==> config.mk <==
export PLATFORM = sky130hd
export DESIGN_NAME = turn_sequencer
export DESIGN_NICKNAME = d
export VERILOG_FILES = /design/src/rtl/turn_sequencer.sv
export SDC_FILE = /design/constraint.sdc
export NUM_CORES = 1
export LEC_CHECK = 0
export CORE_MARGIN = 8
export CORE_UTILIZATION = 48
export DETAILED_ROUTE_END_ITERATION = 6
export PLACE_DENSITY = 0.76
export SETUP_SLACK_MARGIN = 0.02
export SLEW_MARGIN = 40
export SYNTH_ARGS = -nofsm -noshare
export SYNTH_HDL_FRONTEND = slang
export SYNTH_SLANG_ARGS = --single-unit
==> constraint.sdc <==
create_clock -name clk -period 1.88 [get_ports clk]
set_clock_uncertainty 0.05 [all_clocks]
set_input_delay 0.376 -clock clk [delete_from_list [all_inputs] [get_ports clk]]
set_output_delay 0.376 -clock clk [all_outputs]
set_load 0.1 [all_outputs]
==> src/rtl/turn_sequencer.sv <==
// turn_sequencer: placement/battle flow controller between click logic, board store and UART link
module turn_sequencer #(
  parameter int SHIP_CELLS = 10,
  parameter int TIMEOUT = 1_000_000
) (
  input  logic       clk,
  input  logic       rst_n,
  input  logic       i_frame_tick,
  input  logic       i_host_first,
  input  logic [3:0] i_ship_count,
  input  logic       i_click,
  input  logic [7:0] i_click_addr,
  input  logic       i_rx_valid,
  input  logic [7:0] i_rx_data,
  input  logic       i_tx_busy,
  input  logic [1:0] i_board_msg,
  output logic       o_place_en,
  output logic       o_fire_en,
  output logic [7:0] o_check_addr,
  output logic       o_check_valid,
  output logic [1:0] o_result_in,
  output logic       o_result_valid,
  output logic       o_tx_start,
  output logic [7:0] o_tx_data,
  output logic       o_game_over,
  output logic       o_win,
  output logic [3:0] o_state_dbg
);
  localparam int TW = $clog2(TIMEOUT + 1);
  localparam logic [3:0] SC = 4'(SHIP_CELLS);
  typedef enum logic [3:0] {
    PLACE, SEND_READY, WAIT_PEER, MY_TURN, SEND_SHOT, WAIT_RESULT,
    THEIR_TURN, CHECK, SEND_RESULT, WIN, LOSE
  } state_t;
  state_t r_state, w_next;
  logic [TW-1:0] r_timer;
  logic [7:0] r_shot_addr, r_tx_data, w_tx_byte;
  logic [3:0] r_hits_given, r_hits_taken;
  logic [1:0] r_verdict;
  logic r_peer_ready, r_ticked, w_send;
  logic w_rx_ready, w_rx_shot, w_rx_result, w_click_ok, w_give_hit, w_take_hit;
  assign w_rx_ready  = i_rx_valid && i_rx_data == 8'hF0;
  assign w_rx_shot   = i_rx_valid && i_rx_data[7:4] <= 4'd9 && i_rx_data[3:0] <= 4'd9;
  assign w_rx_result = i_rx_valid && i_rx_data[7:2] == 6'b110000 && i_rx_data[1:0] != 2'b01;
  assign w_click_ok  = i_click && i_click_addr[7:4] <= 4'd9 && i_click_addr[3:0] <= 4'd9;
  assign w_give_hit  = r_state == WAIT_RESULT && w_rx_result && i_rx_data[1:0] == 2'b10;
  assign w_take_hit  = w_send && r_state == SEND_RESULT && r_verdict == 2'b10;
  assign o_tx_start  = w_send;
  assign o_tx_data   = w_tx_byte;
  assign o_state_dbg = r_state;
  always_ff @(posedge clk or negedge rst_n)
    if (!rst_n) r_state <= PLACE;
    else r_state <= w_next;
  always_comb begin
    w_next = r_state;
    w_send = 1'b0;
    w_tx_byte = r_tx_data;
    case (r_state)
      PLACE:       w_next = (i_ship_count >= SC) ? SEND_READY : PLACE;
      SEND_READY:  if (!i_tx_busy) begin
                     w_send = 1'b1;
                     w_tx_byte = 8'hF0;
                     w_next = WAIT_PEER;
                   end
      WAIT_PEER:   if (w_rx_ready || r_peer_ready) w_next = i_host_first ? MY_TURN : THEIR_TURN;
      MY_TURN:     if (w_click_ok) w_next = SEND_SHOT;
      SEND_SHOT:   if (!i_tx_busy) begin
                     w_send = 1'b1;
                     w_tx_byte = r_shot_addr;
                     w_next = WAIT_RESULT;
                   end
      WAIT_RESULT: if (w_rx_result)
                     w_next = (i_rx_data[1:0] == 2'b00) ? MY_TURN :
                              (w_give_hit && r_hits_given >= SC - 4'd1) ? WIN : THEIR_TURN;
                   else if (r_timer == TW'(TIMEOUT - 1)) w_next = SEND_SHOT;
      THEIR_TURN:  if (w_rx_shot) w_next = CHECK;
      CHECK:       if (r_ticked) w_next = SEND_RESULT;
      SEND_RESULT: if (!i_tx_busy) begin
                     w_send = 1'b1;
                     w_tx_byte = {6'b110000, r_verdict};
                     w_next = (r_verdict == 2'b10 && r_hits_taken >= SC - 4'd1) ? LOSE :
                              r_verdict[1] ? MY_TURN : THEIR_TURN;
                   end
      WIN, LOSE:   w_next = r_state;
      default:     w_next = PLACE;
    endcase
  end
  always_ff @(posedge clk or negedge rst_n)
    if (!rst_n) begin
      o_place_en <= 1'b0;
      o_fire_en <= 1'b0;
      o_game_over <= 1'b0;
      o_win <= 1'b0;
      o_check_addr <= '0;
      o_check_valid <= 1'b0;
      o_result_in <= '0;
      o_result_valid <= 1'b0;
      r_timer <= '0;
      r_shot_addr <= '0;
      r_tx_data <= '0;
      r_hits_given <= '0;
      r_hits_taken <= '0;
      r_verdict <= '0;
      r_peer_ready <= 1'b0;
      r_ticked <= 1'b0;
    end else begin
      o_place_en <= w_next == PLACE;
      o_fire_en <= w_next == MY_TURN;
      o_game_over <= w_next == WIN || w_next == LOSE;
      o_win <= w_next == WIN;
      o_result_valid <= r_state == WAIT_RESULT && w_rx_result;
      if (r_state == WAIT_RESULT && w_rx_result) o_result_in <= i_rx_data[1:0];
      if (w_send) r_tx_data <= w_tx_byte;
      r_timer <= (r_state == WAIT_RESULT) ? r_timer + 1'b1 : '0;
      r_peer_ready <= (r_state == WAIT_PEER) ? 1'b0 :
                      r_peer_ready | (w_rx_ready && (r_state == PLACE || r_state == SEND_READY));
      if (r_state == MY_TURN && w_click_ok) r_shot_addr <= i_click_addr;
      if (r_state == THEIR_TURN && w_rx_shot) begin
        o_check_addr <= i_rx_data;
        o_check_valid <= 1'b1;
      end
      r_ticked <= r_state == CHECK && (r_ticked || i_frame_tick);
      if (r_state == CHECK && r_ticked) begin
        r_verdict <= i_board_msg;
        o_check_valid <= 1'b0;
      end
      if (w_give_hit && r_hits_given < SC) r_hits_given <= r_hits_given + 4'd1;
      if (w_take_hit && r_hits_taken < SC) r_hits_taken <= r_hits_taken + 4'd1;
    end
endmodule

==> results.cfg, run 1 <==
[yosys]
synth_top_area_share_pct = 48.52
syn_area_per_cell_um2 = 10.76
yosysSeqAreaShare_pct = 48.52
netlist_area_um2 = 3507
synth_ff_type = dfrtp_1
ys_warn_count = 0
synth-seq-cells = 68
synth.net_count = 362
synth_commonest_cells = 68 x dfrtp_1, 34 x nor2_1, 18 x nand2_1, 18 x nand3_1, 14 x inv_1
synthCells = 326
ys_top_cells_by_area = dfrtp_1 49%, nor2_1 3.6%, mux2_4 3.4%
yosys.cell_count.top_type = dfrtp_1
synth_top_area_cell = dfrtp_1
synth_cell_types = 62
async_flop_share_pct = 100.0
synth-edff-count = 0

[route]
wirelength_um = 11560
vias_per_cell = 5.760
via_count = 3283
final_antenna_net_count = 0
drt-initial-drc-count = 159
drcViolationCount = 0
dr.pass1.iters = 5
route.detailed.wl_per_inst_um = 20.27

[floorplan]
die_x_um = 101.5
rows = 31
die-area_um2 = 10300
die_h_um = 101.5
initial_core_util_pct = 48.88
ioPinCount = 58
core_area_um2 = 7176

[timing]
finalSetupViolations = 38
worstMarginPinSlew_ps = 392.9
slew_violations = 0
final.period_utilization_pct = 135.1
clock.fmax_mhz = 393.8
final_hold_viol_count = 0
grt_setup_unrepaired = true
setup_tns_ps = -8712
min_period_ps = 2539
slew_headroom_pct = 73.80
fin_ws_ps = -659.3

[clock_tree]
cts-root-buf = clkbuf_8
cts_num_sinks = 68
cts_tree = done
cts_max_level = 3
cts_buffers = 9
clockBufferDepth = 2
clk_pin_slew_ps = 80
clkLatencyLatePin_ps = 350

[cells_and_area]
num_antenna_cells = 0
drive_gt1_share_pct = 47.56
syn_to_final_growth_pct = 63.79
fin_util_pct = 80.05
final_net_count = 502
fin_area_um2 = 5744

[worst_setup_path]
end_kind = output pin
path_buf_inv = 2
reg2reg_slack_ps = -250
worstPathCellList = nor2_1 -> nor3_1 -> a211o_4 -> inv_12 -> nand4_1 -> nand3_4 -> buf_12
worstPathRequired_ps = 1450
startpoint_type = flop
crit_fanout = 8
criticalPathCategory = flop to output pin
slowest_delay_ps = 520
cp.arrival_ps = 2110
slowest_stage = dfrtp_4
cp_top_family = simple AND/OR/NAND/NOR gates

[run_status]
status = complete, but fails checks
failed_checks = setup timing

[placed_design]
placed_cell_area_um2 = 5067
dp_hpwl_um = 6761
place_congestion = 0.8991
port_buffers = 56
dp_slack_ps = -536.7

[global_routing]
grtUsageTotal_pct = 19.80
grt_max_degree = 69
antenna_found_initial = 0
grt_pass1_wl_um = 15700
grt_overflow = 0
grt_pass1_vias = 3231

[pwr]
powerDensity_nw_per_um2 = 1664
irDropWorstVdd_uv = 701.3
p_leak_nw = 2.561

[run]
drv_cap = 0

[min_path]
hold_path.class = input port to flop
-- cell type report --
cell class	count	area, um^2
flip-flops and latches	68	1717
fillers	372	1431
repair buffers	142	1593
well taps	99	123.9
multi-input cells	226	2011
inverters	19	88.84
clock inverters	5	60.06
clock buffers	11	151.4
-- logic make-up (layout without fill, tap and decap cells) --
group | Yosys count | count (layout) | synth area share [%]
compound gates | 60 | 60 | 13.45
xor+xnor | 21 | 21 | 5.244
fa+ha+maj | 7 | 7 | 2.497
buf+inv | 32 | 177 | 4.460
flops | 68 | 68 | 48.52
mux | 18 | 18 | 6.636
simple gates | 120 | 120 | 19.19
-- what timing repair did --
action	CTS	global route
resized for setup	23	60
hold buffers	1	0
setup buffers	3	16
pin swaps	8	23
hold endpoints to repair	9	0
setup endpoints to repair	28	43
-- tightest hold or removal path, delay by kind of cell --
| family | cells | cell delay (ps) |
|---|---|---|
| mux | 1 | 120 |
| buf+inv | 2 | 220 |
-- metrics by stage --
| step | hold WS, ps | power, mW | cells |
|---|---|---|---|
| 2_1_floorplan | 30.41 | 5.438 | 326 |
| 3_3_place_gp | 375.7 | 7.362 | 538 |
| 3_5_place_dp | 375.9 | 7.457 | 538 |
| 4_1_cts | 439.0 | 8.872 | 558 |
| 5_1_grt | 352.8 | 9.870 | 570 |
| 6_report | 356.8 | 9.556 | 570 |
-- layout by cell type (no fill, tap or decap), types with 4 or more instances in the layout --
master and instances:
buf_4 67, dfrtp_1 64, buf_12 31, nor2_1 30, clkdlybuf4s50_1 22, nand3_1 16, nand2_1 14, buf_6 13
inv_1 12, clkbuf_8 11, xor2_1 10, o21ai_0 10, mux2_2 10, xnor2_1 8, mux2_4 8, ha_1 6
inv_2 5, nand4_1 5, a21oi_1 5, nand2_2 4, nor3_2 4, nor3_1 4, dfrtp_4 4
-- layer usage --
metal | GRT usage, % | vias up | wire (um)
li1 | - | 1453 | -
met1 | 21.59 | 1653 | 4352
met2 | 35.17 | 143 | 6258
met3 | 4.948 | 34 | 622
met4 | 9.393 | 0 | 322
met5 | 0 | - | 0
-- sequential cells by signal (all words and copies together) (netlist names) --
signal,cells
r_timer,20
o_check_addr,8
r_shot_addr,8
r_tx_data,8
o_state_dbg,4
r_hits_given,4
r_hits_taken,4
o_result_in,2
r_verdict,2
o_check_valid,1
o_fire_en,1
o_game_over,1
o_place_en,1
o_result_valid,1
o_win,1
r_peer_ready,1
r_ticked,1
-- final timing paths --
kind	from	to	cells past startpoint
hold reg to reg	r_hits_taken[3]	r_hits_taken[3]	1
min in group asynchronous	rst_n	r_hits_taken[2]	3
hold / removal	i_click_addr[2]	r_shot_addr[2]	3
max in group asynchronous	rst_n	o_state_dbg[0]	3
setup reg to reg	o_state_dbg[3]	o_win	9
setup / recovery	o_state_dbg[3]	o_tx_data[0]	7
-- where the power goes --
| group | internal [mW] | switching (mW) |
|---|---|---|
| registers | 1.84 | 0.422 |
| clock network | 0.687 | 0.605 |
| logic | 2.54 | 3.46 |
| total | 5.07 | 4.48 |
No activity file was read; power rests on OpenSTA's default activity.
==> run 2, diff against run 1 <==
--- a/config.mk
+++ b/config.mk
@@ -5,7 +5,7 @@
 export SDC_FILE = /design/constraint.sdc
 export NUM_CORES = 1
 export LEC_CHECK = 0
-export CORE_MARGIN = 8
+export CORE_MARGIN = 4
 export CORE_UTILIZATION = 48
 export DETAILED_ROUTE_END_ITERATION = 6
 export PLACE_DENSITY = 0.76
==> results.cfg, run 2 (synthesis gave the netlist of run 1 again) <==
[floorplan]
core_area_um2 = 6944
die_h_um = 93.48
ioPinCount = 58
initial_core_util_pct = 50.50
die_x_um = 93.48
die-area_um2 = 8738
rows = 30

[global_routing]
antenna_found_initial = 0
grt_pass1_vias = 3413
met1_usage_pct = 26.71
grt_max_degree = 30
grt_overflow = 0
grtUsageMet2_pct = 44.61
grtUsageTotal_pct = 24.38
busiest_layer = met2
grt_pass1_wl_um = 16390
globalRouteMet3Util_pct = 4.586

[worst_setup_path]
r2r_end = o_game_over
slowest_delay_ps = 510
criticalPathCategory = flop to output pin
cp.arrival_ps = 2180
r2r_start = o_state_dbg[2]
crit_fanout = 8
end_kind = output pin
reg2reg_depth = 11
reg2reg_slack_ps = -470
startpoint_type = flop
worstPathCellList = nor2_1 -> nor3_2 -> a211o_4 -> inv_12 -> nand4_1 -> nand3_4 -> buf_12
worstPathRequired_ps = 1450
slowest_stage = dfrtp_4

[cells_and_area]
final_net_count = 496
final_common_cell = dfrtp_1
syn_to_final_growth_pct = 61.47
regMostFlops = r_timer
drive_gt1_share_pct = 44.83
n_fill_cell = 356
final-instance-count-excl-fill = 560
layout_common_cells = 64 x dfrtp_1, 58 x buf_4, 33 x buf_12
num_antenna_cells = 0
largest_register_ffs = 20
fin_util_pct = 81.55
fin_area_um2 = 5663

[clock_tree]
clockBufferDepth = 2
cts_num_sinks = 68
cts_max_level = 3
clk_pin_slew_ps = 70
clkLatencyLatePin_ps = 350
cts-root-buf = clkbuf_8
cts_tree = done
cts_buffers = 9

[run_status]
failed_checks = setup timing
status = complete, but fails checks

[pwr]
p_switching_mw = 4.510
clkPwrFrac_pct = 13.2
irDropWorstVdd_uv = 959.9
fin_total_pwr_mw = 9.695
powerDensity_nw_per_um2 = 1712
p_int_mw = 5.186
switching_share_pct = 46.51
pwr-share-comb_pct = 62.9
p_leak_nw = 2.495
seq_power_share_pct = 23.8

[timing]
slew_headroom_pct = 64.79
final_hold_viol_count = 0
min_period_ps = 2604
worstMarginPinSlew_ps = 528.2
fin_ws_ps = -724.2
finalSetupViolations = 44
grt_setup_unrepaired = true
hold_slack_ps = 417.2
clock.fmax_mhz = 384.0
slew_violations = 0
setup_tns_ps = -11190
final.period_utilization_pct = 138.5

[placed_design]
dp_cells = 527
dp_slack_ps = -590.3
dp_hpwl_um = 6884
place_congestion = 0.8399
port_buffers = 56
placed_cell_area_um2 = 5016

[min_path]
min_from = i_click_addr[6]
whs_endpoint = r_shot_addr[6]
hold_path.class = input port to flop
hold_depth = 2

[route]
wirelength_um = 12270
vias_per_cell = 6.045
drcViolationCount = 0
route.detailed.wl_per_inst_um = 21.91
dr.pass1.iters = 5
drt-initial-drc-count = 288
final_antenna_net_count = 0
via_count = 3385

[run]
drv_cap = 0
run 2: area by class of cell:
class                   count  area, um^2  area share, %
multi-input cells         226        1978          34.93
flip-flops and latches     68        1717          30.31
clock inverters             3       65.06          1.149
repair buffers            136        1564          27.62
clock buffers              12       135.1          2.386
inverters                  19       83.83          1.480
well taps                  96       120.1          2.121
run 2: worst max path at each step:
stage / startpoint / endpoint / slack [ps] / cells after the start
2_1_floorplan: o_state_dbg[1] / o_tx_data[4] / -650 / 5
3_3_place_gp: i_tx_busy / o_tx_data[0] / -520 / 7
3_5_place_dp: i_tx_busy / o_tx_data[4] / -590 / 8
4_1_cts: o_state_dbg[2] / o_tx_data[0] / -630 / 6
5_1_grt: o_state_dbg[2] / o_tx_data[0] / -760 / 7
6_report: o_state_dbg[2] / o_tx_data[0] / -720 / 7
run 2: critical path, delay by kind of cell, from the launching register on:
kind                   cells  cell delay [ps]
buffers and inverters      2              250
AND/OR/NAND/NOR            4              650
AO/OA/AOI/OAI              1              410
flip-flops                 1              510
run 2: power by group through the flow:
| stage | sequential, mW | combinational [mW] | clock [mW] |
|---|---|---|---|
| global route | 2.33 | 6.26 | 1.34 |
| floorplan | 3.12 | 2.32 | 0 |
| global placement | 2.22 | 5.10 | 0 |
| detailed placement | 2.25 | 5.18 | 0 |
| finish | 2.31 | 6.10 | 1.28 |
| CTS | 2.25 | 5.59 | 1.29 |
run 2: layer usage:
layer | wire (um) | vias to the layer above
met2 | 6536 | 220
li1 | - | 1437
met3 | 805 | 63
met1 | 4255 | 1665
met4 | 675 | 0
met5 | 0 | -
run 2: what timing repair did:
item / CTS / global route
hold endpoints to repair: 19 / 0
endpoints found under the setup margin: 32 / 46
setup buffers: 10 / 12
hold buffers: 1 / 0
pin swaps: 21 / 19
resized for setup: 50 / 25
==> run 3, diff against run 2 <==
--- a/config.mk
+++ b/config.mk
@@ -8,6 +8,7 @@
 export CORE_MARGIN = 4
 export CORE_UTILIZATION = 48
 export DETAILED_ROUTE_END_ITERATION = 6
+export GPL_TIMING_DRIVEN = 0
 export PLACE_DENSITY = 0.76
 export SETUP_SLACK_MARGIN = 0.02
 export SLEW_MARGIN = 40
==> results.cfg, run 3 (synthesis gave the netlist of run 1 again) <==
[cells_and_area]
final_net_count = 463
num_antenna_cells = 0
regMostFlops = r_timer
fin_area_um2 = 5089
syn_to_final_growth_pct = 45.09
layout_common_cells = 64 x dfrtp_1, 27 x nor2_1, 25 x clkdlybuf4s50_1
fin_util_pct = 73.28
final-instance-count-excl-fill = 528
final_common_cell = dfrtp_1
largest_register_ffs = 20
drive_gt1_share_pct = 38.89

[min_path]
hold_path.class = input port to async pin

[worst_setup_path]
reg2reg_depth = 9
cp_top_family = compound AO/OA/AOI/OAI gates
cp.depth = 6
worstSetupEndpoint = o_tx_data[2]
path_buf_inv = 3
r2r_end = o_fire_en
end_kind = output pin
reg2reg_slack_ps = -550
crit_start = o_state_dbg[1]
criticalPathCategory = flop to output pin
r2r_start = o_state_dbg[3]
slowest_delay_ps = 490
crit_fanout = 7
worstPathRequired_ps = 1450
slowest_stage = dfrtp_4
cp.arrival_ps = 2230
worstPathCellList = buf_6 -> or2_4 -> a211o_4 -> buf_4 -> a32o_4 -> buf_12
startpoint_type = flop

[timing]
grt_setup_unrepaired = true
min_period_ps = 2660
clock.fmax_mhz = 376.0
finalSetupViolations = 37
setup_tns_ps = -10450
final_hold_viol_count = 0
slew_violations = 0
slew_headroom_pct = 47.93
fin_ws_ps = -779.7
final.period_utilization_pct = 141.5
worstMarginPinSlew_ps = 770.2

[clock_tree]
clockBufferDepth = 2
clkLatencyLatePin_ps = 350
cts_buffers = 9
cts_max_level = 3
cts-root-buf = clkbuf_8
cts_tree = done
cts_num_sinks = 68
clk_pin_slew_ps = 70

[floorplan]
initial_core_util_pct = 50.50
ioPinCount = 58
core_area_um2 = 6944
die_h_um = 93.48
die-area_um2 = 8738
die_x_um = 93.48
rows = 30

[route]
wirelength_um = 9468
via_count = 3035
drcViolationCount = 0
drt-met1-wl_um = 3730
dr.pass1.iters = 5
vias_per_cell = 5.748
wl_met3_um = 648
route.detailed.wl_per_inst_um = 17.93
wl_met2_um = 4705
final_antenna_net_count = 0
drt-initial-drc-count = 209
top_layer_used = met4

[placed_design]
port_buffers = 56
dp_cells = 479
dp_hpwl_um = 5764
placed_cell_area_um2 = 4213
place_congestion = 0.9172

[run_status]
status = complete, but fails checks
failed_checks = setup timing

[global_routing]
grtUsageTotal_pct = 21.48
grt_pass1_vias = 3030
antenna_found_initial = 0
grt_max_degree = 45
grt_overflow = 0
grt_pass1_wl_um = 14570

[pwr]
p_leak_nw = 2.261
powerDensity_nw_per_um2 = 1683
irDropWorstVdd_uv = 947.2

[run]
drv_cap = 0
[run 3: worst min path at each step]
stage / start / depth (start not counted) / endpoint
3_3_place_gp: o_check_addr[0] / 2 / o_check_addr[0]
5_1_grt: rst_n / 2 / r_hits_given[2]
6_report: rst_n / 2 / o_check_addr[0]
3_5_place_dp: rst_n / 1 / r_hits_given[2]
2_1_floorplan: rst_n / 0 / o_check_addr[0]
4_1_cts: rst_n / 2 / o_check_addr[0]
[run 3: through the flow]
| step | total power, mW | setup WS [ps] | hold slack, ps |
|---|---|---|---|
| 2_1_floorplan | 5.438 | -649.0 | 30.41 |
| 3_3_place_gp | 6.302 | -2327 | 413.4 |
| 3_5_place_dp | 6.124 | -919.3 | 202.3 |
| 4_1_cts | 8.240 | -790.2 | 393.2 |
| 5_1_grt | 8.897 | -828.8 | 407.9 |
| 6_report | 8.566 | -779.7 | 400.4 |
[run 3: worst reg2reg max path, delay by kind of cell, from the launching register on]
kind,cells,cell delay [ps]
AO/OA/AOI/OAI,2,290
buffers and inverters,3,420
flip-flops,1,500
AND/OR/NAND/NOR,4,1080
[run 3: repair_timing]
action / CTS / global route
gates cloned: 1 / 0
buffers inserted: 17 / 18
pin swaps: 16 / 16
setup endpoints to repair: 33 / 49
hold endpoints to repair: 24 / 0
hold buffers: 1 / 0
resized for setup: 73 / 26
[run 3: cell type report]
class	instances	area [um^2]
Multi-Input combinational cell	226	1944
Tap cell	96	120.1
Sequential cell	68	1717
Inverter	19	83.83
Clock inverter	1	30.03
Fill cell	449	1856
Clock buffer	15	176.4
Timing Repair Buffer	92	909.6
Buffer	11	107.6
[run 3: where the power goes]
group | leakage [nW] | switching, mW | internal [mW] | total, mW
clock | 0.104 | 0.537 | 0.724 | 1.26
combinational | 1.29 | 3.24 | 1.88 | 5.12
sequential | 0.868 | 0.343 | 1.84 | 2.19
total | 2.26 | 4.12 | 4.45 | 8.57
[run 3: routing by layer]
layer  GRT usage, %  vias up
li1               -     1370
met1          25.96     1509
met2          35.38      116
met3          5.551       40
met4          10.74        0
met5              0        -
